`config.mk`:
```
export PLATFORM = sky130hd
export DESIGN_NAME = nested_scan_ctrl
export DESIGN_NICKNAME = d
export VERILOG_FILES = /design/src/rtl/nested_scan_pkg.sv /design/src/rtl/nested_scan_core.sv /design/src/rtl/nested_scan_ctrl.sv
export SDC_FILE = /design/constraint.sdc
export NUM_CORES = 1
export LEC_CHECK = 0
export CAP_MARGIN = 20
export CORE_MARGIN = 4
export CORE_UTILIZATION = 53
export CTS_CLUSTER_DIAMETER = 120
export CTS_CLUSTER_SIZE = 20
export DETAILED_ROUTE_END_ITERATION = 6
export PLACE_DENSITY = 0.78
export SLEW_MARGIN = 20
export SYNTH_ARGS = -nofsm -noshare
export SYNTH_HDL_FRONTEND = slang
export SYNTH_SLANG_ARGS = --single-unit
```
`constraint.sdc`:
```
create_clock -name clk -period 6.24 [get_ports clk]
set_input_delay 1.248 -clock clk [delete_from_list [all_inputs] [get_ports clk]]
set_output_delay 1.248 -clock clk [all_outputs]
set_load 0.03 [all_outputs]
```
`src/rtl/nested_scan_pkg.sv`:
```
// Shared types for the nested-loop scan controller: FSM states, address width
// and the latched job configuration.
package nested_scan_pkg;

  localparam int ADDR_W = 16;

  typedef enum logic [1:0] {
    IDLE = 2'd0,
    RUN  = 2'd1,
    DONE = 2'd2
  } scan_state_e;

  typedef struct packed {
    logic [ADDR_W-1:0] offset;
    logic [ADDR_W-1:0] x_max;
    logic [ADDR_W-1:0] x_stride;
    logic [ADDR_W-1:0] y_max;
    logic [ADDR_W-1:0] y_stride_op;
  } scan_cfg_t;

endpackage

```
`src/rtl/nested_scan_core.sv`:
```
// Inner/outer index counters and strided accumulator; addr = offset + accumulator.
// clear wins over advance so a new pass can restart on the same cycle as a beat.
module nested_scan_core
  import nested_scan_pkg::*;
(
  input  logic              clk,
  input  logic              rst_n,
  input  logic              clear,
  input  logic              advance,
  input  scan_cfg_t         cfg,
  output logic [ADDR_W-1:0] x_idx,
  output logic [ADDR_W-1:0] y_idx,
  output logic [ADDR_W-1:0] addr,
  output logic              at_last
);

  localparam logic [ADDR_W-1:0] ONE = ADDR_W'(1);

  logic [ADDR_W-1:0] x_q, x_d, y_q, y_d, acc_q, acc_d;
  logic              x_end, y_end;

  assign x_end   = (x_q == cfg.x_max - ONE);
  assign y_end   = (y_q == cfg.y_max - ONE);
  assign at_last = x_end & y_end;

  always_comb begin
    x_d   = x_q;
    y_d   = y_q;
    acc_d = acc_q;
    if (clear) begin
      x_d   = '0;
      y_d   = '0;
      acc_d = '0;
    end else if (advance) begin
      if (x_end) begin
        x_d   = '0;
        acc_d = acc_q + cfg.y_stride_op;
        // y holds on the final wrap; the controller leaves RUN or clears.
        if (!y_end) y_d = y_q + ONE;
      end else begin
        x_d   = x_q + ONE;
        acc_d = acc_q + cfg.x_stride;
      end
    end
  end

  always_ff @(posedge clk or negedge rst_n) begin
    if (!rst_n) begin
      x_q   <= '0;
      y_q   <= '0;
      acc_q <= '0;
    end else begin
      x_q   <= x_d;
      y_q   <= y_d;
      acc_q <= acc_d;
    end
  end

  assign x_idx = x_q;
  assign y_idx = y_q;
  assign addr  = cfg.offset + acc_q;

endmodule

```
`src/rtl/nested_scan_ctrl.sv`:
```
// Scan job controller: start/busy/done handshake, config latch and valid/ready
// address stream. Define NESTED_SCAN_CTRL_REPEAT_EN to add multi-pass jobs (cfg_repeat).
module nested_scan_ctrl
  import nested_scan_pkg::*;
#(
  parameter int W = ADDR_W
) (
  input  logic         clk,
  input  logic         rst_n,
  input  logic         start,
  input  logic         abort,
  input  logic [W-1:0] cfg_offset,
  input  logic [W-1:0] cfg_x_max,
  input  logic [W-1:0] cfg_x_stride,
  input  logic [W-1:0] cfg_y_max,
  input  logic [W-1:0] cfg_y_stride_op,
`ifdef NESTED_SCAN_CTRL_REPEAT_EN
  input  logic [W-1:0] cfg_repeat,
`endif
  output logic         busy,
  output logic         done,
  output logic         addr_valid,
  input  logic         addr_ready,
  output logic [W-1:0] addr_out,
  output logic         addr_last,
  output logic [W-1:0] x_idx,
  output logic [W-1:0] y_idx
);

  scan_state_e state_q, state_d;
  scan_cfg_t   cfg_q;
  logic        latch, clear, advance, at_last, final_pass;

`ifdef NESTED_SCAN_CTRL_REPEAT_EN
  logic [W-1:0] rep_q, rep_d;

  assign final_pass = (rep_q == '0);

  always_ff @(posedge clk or negedge rst_n) begin
    if (!rst_n) rep_q <= '0;
    else        rep_q <= rep_d;
  end
`else
  assign final_pass = 1'b1;
`endif

  always_comb begin
    state_d    = state_q;
    latch      = 1'b0;
    clear      = 1'b0;
    advance    = 1'b0;
    addr_valid = 1'b0;
    done       = 1'b0;
`ifdef NESTED_SCAN_CTRL_REPEAT_EN
    rep_d      = rep_q;
`endif
    case (state_q)
      IDLE: begin
        if (start) begin
          latch   = 1'b1;
          clear   = 1'b1;
`ifdef NESTED_SCAN_CTRL_REPEAT_EN
          rep_d   = cfg_repeat;
`endif
          // Extents come straight from the inputs: cfg_q is only loaded this edge.
          state_d = (cfg_x_max != '0 && cfg_y_max != '0) ? RUN : DONE;
        end
      end
      RUN: begin
        addr_valid = 1'b1;
        advance    = addr_ready;
        if (abort) begin
          state_d = IDLE;
        end else if (addr_ready && at_last) begin
          if (final_pass) begin
            state_d = DONE;
          end else begin
            clear = 1'b1;
`ifdef NESTED_SCAN_CTRL_REPEAT_EN
            rep_d = rep_q - W'(1);
`endif
          end
        end
      end
      DONE: begin
        done    = ~abort;
        state_d = IDLE;
      end
      default: state_d = IDLE;
    endcase
  end

  always_ff @(posedge clk or negedge rst_n) begin
    if (!rst_n) begin
      state_q <= IDLE;
      cfg_q   <= '0;
    end else begin
      state_q <= state_d;
      if (latch) begin
        cfg_q.offset      <= cfg_offset;
        cfg_q.x_max       <= cfg_x_max;
        cfg_q.x_stride    <= cfg_x_stride;
        cfg_q.y_max       <= cfg_y_max;
        cfg_q.y_stride_op <= cfg_y_stride_op;
      end
    end
  end

  nested_scan_core u_core (
    .clk     (clk),
    .rst_n   (rst_n),
    .clear   (clear),
    .advance (advance),
    .cfg     (cfg_q),
    .x_idx   (x_idx),
    .y_idx   (y_idx),
    .addr    (addr_out),
    .at_last (at_last)
  );

  assign busy      = (state_q != IDLE);
  assign addr_last = addr_valid & at_last & final_pass;

endmodule

```
==> results by group <==
Power
  • Cell area power density: 377 mW/mm^2
  • Seq pwr share: between 30% and 40%
  • Sw Pwr: about 1500 uW
  • Int Pwr: 2380 uW
  • LEAKAGE: 0.00473 uW
  • Combinational share of power: between 40% and 50%
  • Sw Share: 38.0%
  • Total power draw: 3840 uW
  • VDD IR max: 0.214 mV
  • Clock power frac: between 20 and 30%

Floorplanning
  • # IOs: approximately 140
  • DIE AREA: roughly 0.017 sq mm
  • Core area: ~0.015 sq mm
  • DIE WIDTH: approximately 130 um
  • Rows: 44
  • Starting density of the core: 54.8%
  • Die height: between 100 and 150 um

Yosys
  • Synth Register Bits: 130
  • Synth area leader: dfrtp_1
  • Syn avg cell area: around 8 sq um
  • Count of different cell masters after synthesis: 61
  • Async S/R FF share, synth: 100%
  • Ys flop type: dfrtp_1
  • Post-Syn Area: between 0.008 and 0.009 sq mm
  • Post-synth top area share: 40.3%
  • Post-synth EDFFs: 0
  • Synth top area cells: dfrtp_1 40%, nand2_1 14%, ha_1 5.6%
  • Mapped Cells: about 990
  • Synth warn: 0
  • Syn Nets: 1108
  • Seq/Total Area, Yosys: 40.3%

Clock tree
  • Clock H-tree levels: 4
  • CTS root buf: clkbuf_16
  • CTS tree: built
  • Clock-pin slew on the worst setup and hold paths: approximately 0.060 ns
  • Clk_lat worst skew: 0.42 ns
  • Post-CTS Setup Bufs: 0
  • Max clock buf depth: 2
  • Cts hold-fix bufs: 0
  • CTS-repair resized insts: 0
  • Num CTS Buffers: 17
  • # clock sinks: 130

GRT
  • Vias in the first global route: about 7200
  • Largest net degree at the start of global routing: slightly above 80
  • First-pass GRT wire length: between 30 and 40 mm
  • Initial antenna violation count: 0
  • GRT overflow: 0
  • Gr usage total: around 25%

Timing
  • Final hold vios: 0
  • Endpoints failing setup: 0
  • Final period util: a little under nine tenths
  • Slack of the critical path: between 0.9 and 1 ns
  • Final clock skew: around 0.0074 ns
  • Slew HR: between 30% and 40%
  • RSZ-0062 raised after global routing: no
  • Pin slew with the least headroom to its limit: slightly below 1 ns
  • Final Max Tran Viols: 0
  • Tmin final: roughly 5.3 ns
  • Peak Freq: 188 MHz
  • Accumulated negative setup slack: 0 ns

Drt
  • Remaining DRCs: 0
  • Drt via density: approximately 5.7
  • Routed wire length: ~21 mm
  • DRT iter0 DRCs: roughly 580
  • Pre-antenna DRT Iters: 5
  • Routed Antenna Nets: 0
  • Vias after detailed routing: 7373
  • Post-DR wirelength/cell: 16.5 um

Flow run
  • Max cap viols: 0

Setup path
  • WP data arrival: roughly 4.1 ns
  • Max FO, Critical Path: 18
  • Critical path type: reg -> out
  • Critical Path Start Type: flop
  • Crit path capture type: primary output
  • Req. time, crit path: 4.99 ns

Finish
  • Commonest cells after routing, fill and taps aside: 311 x nand2_1, 135 x clkdlybuf4s50_1, 130 x dfrtp_1
  • Syn-to-layout area delta: 25.8%
  • Number of diodes: 0
  • Commonest non-fill, non-tap cell in the layout: nand2_1
  • Fill cells: ~1200
  • Fin nets: ~1200
  • Share of cells above drive strength 1: 5.29%

Place
  • HPWL after DPL: 15.3 mm
  • # port buffers: 136
  • Routability cong.: just under 0.9
  • DP Worst Slack: between 1 and 1.5 ns

Run status
  • Status: complete, no violations

Hold path
  • Worst Hold Class: reg -> reg
-- synth_stat cells, types with 3 or more instances --
| cell | n |
|---|---|
| o21ai_0 | 57 |
| a21oi_1 | 32 |
| nor3_1 | 17 |
| nor4_1 | 17 |
| nand2b_1 | 5 |
| nor2_1 | 37 |
| nand3_1 | 26 |
| or3_1 | 19 |
| a22o_1 | 5 |
| nand3b_1 | 5 |
| xor2_1 | 27 |
| a21o_1 | 13 |
| dfrtp_1 | 130 |
| nand4_1 | 13 |
| buf_6 | 3 |
| or4_1 | 5 |
| o21a_1 | 7 |
| o31a_1 | 3 |
| inv_1 | 25 |
| o211ai_1 | 8 |
| ha_1 | 36 |
| nand2_1 | 312 |
| a211oi_1 | 8 |
| and2_1 | 5 |
| clkbuf_1 | 35 |
| o21bai_1 | 3 |
| xnor2_1 | 38 |
| nor2b_1 | 7 |
| or4_4 | 3 |
| a2111oi_0 | 3 |
| a21boi_0 | 3 |
| nor3b_1 | 8 |
| mux2i_1 | 3 |
| nor4_2 | 3 |
| or2_2 | 9 |
| o31ai_1 | 7 |
| and3_1 | 16 |
-- routing by layer --
layer	part of all wire, %	routed length, um	vias to the layer above	GRT usage, %
met3	5.4	1160	41	5.66
met5	0	0	-	0
met2	46	9870	251	39.5
li1	-	-	3630	-
met1	46	9890	3451	35.0
met4	2.3	489	0	8.52
-- sequential cells by signal, indices dropped and copies added, names as in the netlist --
| signal | cells |
|---|---|
| u_core.x_idx | 16 |
| u_core.y_idx | 16 |
| u_core.acc_q | 16 |
| cfg_q | 80 |
| state_q | 2 |
-- power by group through the flow --
stage	combinational (uW)	clock, uW	sequential [uW]
6_report	1580	1080	1180
5_1_grt	1740	1140	1200
4_1_cts	1580	1090	1180
3_5_place_dp	1570	0	1190
3_3_place_gp	1550	0	1180
2_1_floorplan	1120	0	1130
-- final timing paths --
path	startpoint	to	slack, ns	depth (start not counted)
setup / recovery	cfg_q[48]	addr_last	0.92	9
hold / removal	cfg_q[1]	cfg_q[1]	0.48	2
setup reg to reg	cfg_q[48]	u_core.acc_q[14]	1.02	20
hold reg to reg	cfg_q[1]	cfg_q[1]	0.48	2
max in group asynchronous	rst_n	cfg_q[57]	4.21	2
min in group asynchronous	rst_n	u_core.x_idx[0]	0.88	1
-- cell families (layout without fill, tap and decap cells) --
kind of cell    count (synthesis)  count (layout)  synth area share [%]
compound gates                168             168                  13.3
simple gates                  515             515                  29.6
mux                             3               3                 0.372
xor+xnor                       65              65                  7.04
flops                         130             130                  40.3
fa+ha+maj                      38              38                  6.07
buf+inv                        66             197                  3.38
-- through the flow --
step                      cells  hold slack (ns)  utilization (%)  instance area (sq um)
after global placement     1268            0.460             64.6                   9530
final                      1300            0.477             68.9                  10200
after detailed placement   1268            0.465             64.6                   9530
after CTS                  1300            0.480             68.9                  10200
after floorplan             985            0.445                -                   8080
after global routing       1300            0.500             68.9                  10200
-- worst max-delay path: stages, from the launching register on --
cell and delay (ns):
dfrtp_1 0.43, inv_1 0.10, ha_1 0.22, nor4b_1 0.46, nand2_1 0.21, o31a_1 0.36, and4b_1 0.26, and4_1 0.65
and3_1 0.26, clkdlybuf4s50_1 0.71
-- layout make-up --
| class | instances | area, sq um | area share [%] |
|---|---|---|---|
| Clock buffer | 20 | 457 | 4.49 |
| Clock inverter | 12 | 180 | 1.77 |
| Inverter | 25 | 93.8 | 0.923 |
| Multi-Input combinational cell | 789 | 4560 | 44.9 |
| Sequential cell | 130 | 3250 | 32.0 |
| Tap cell | 184 | 230 | 2.26 |
| Timing Repair Buffer | 140 | 1390 | 13.7 |
(Power assumes the default switching activity.)
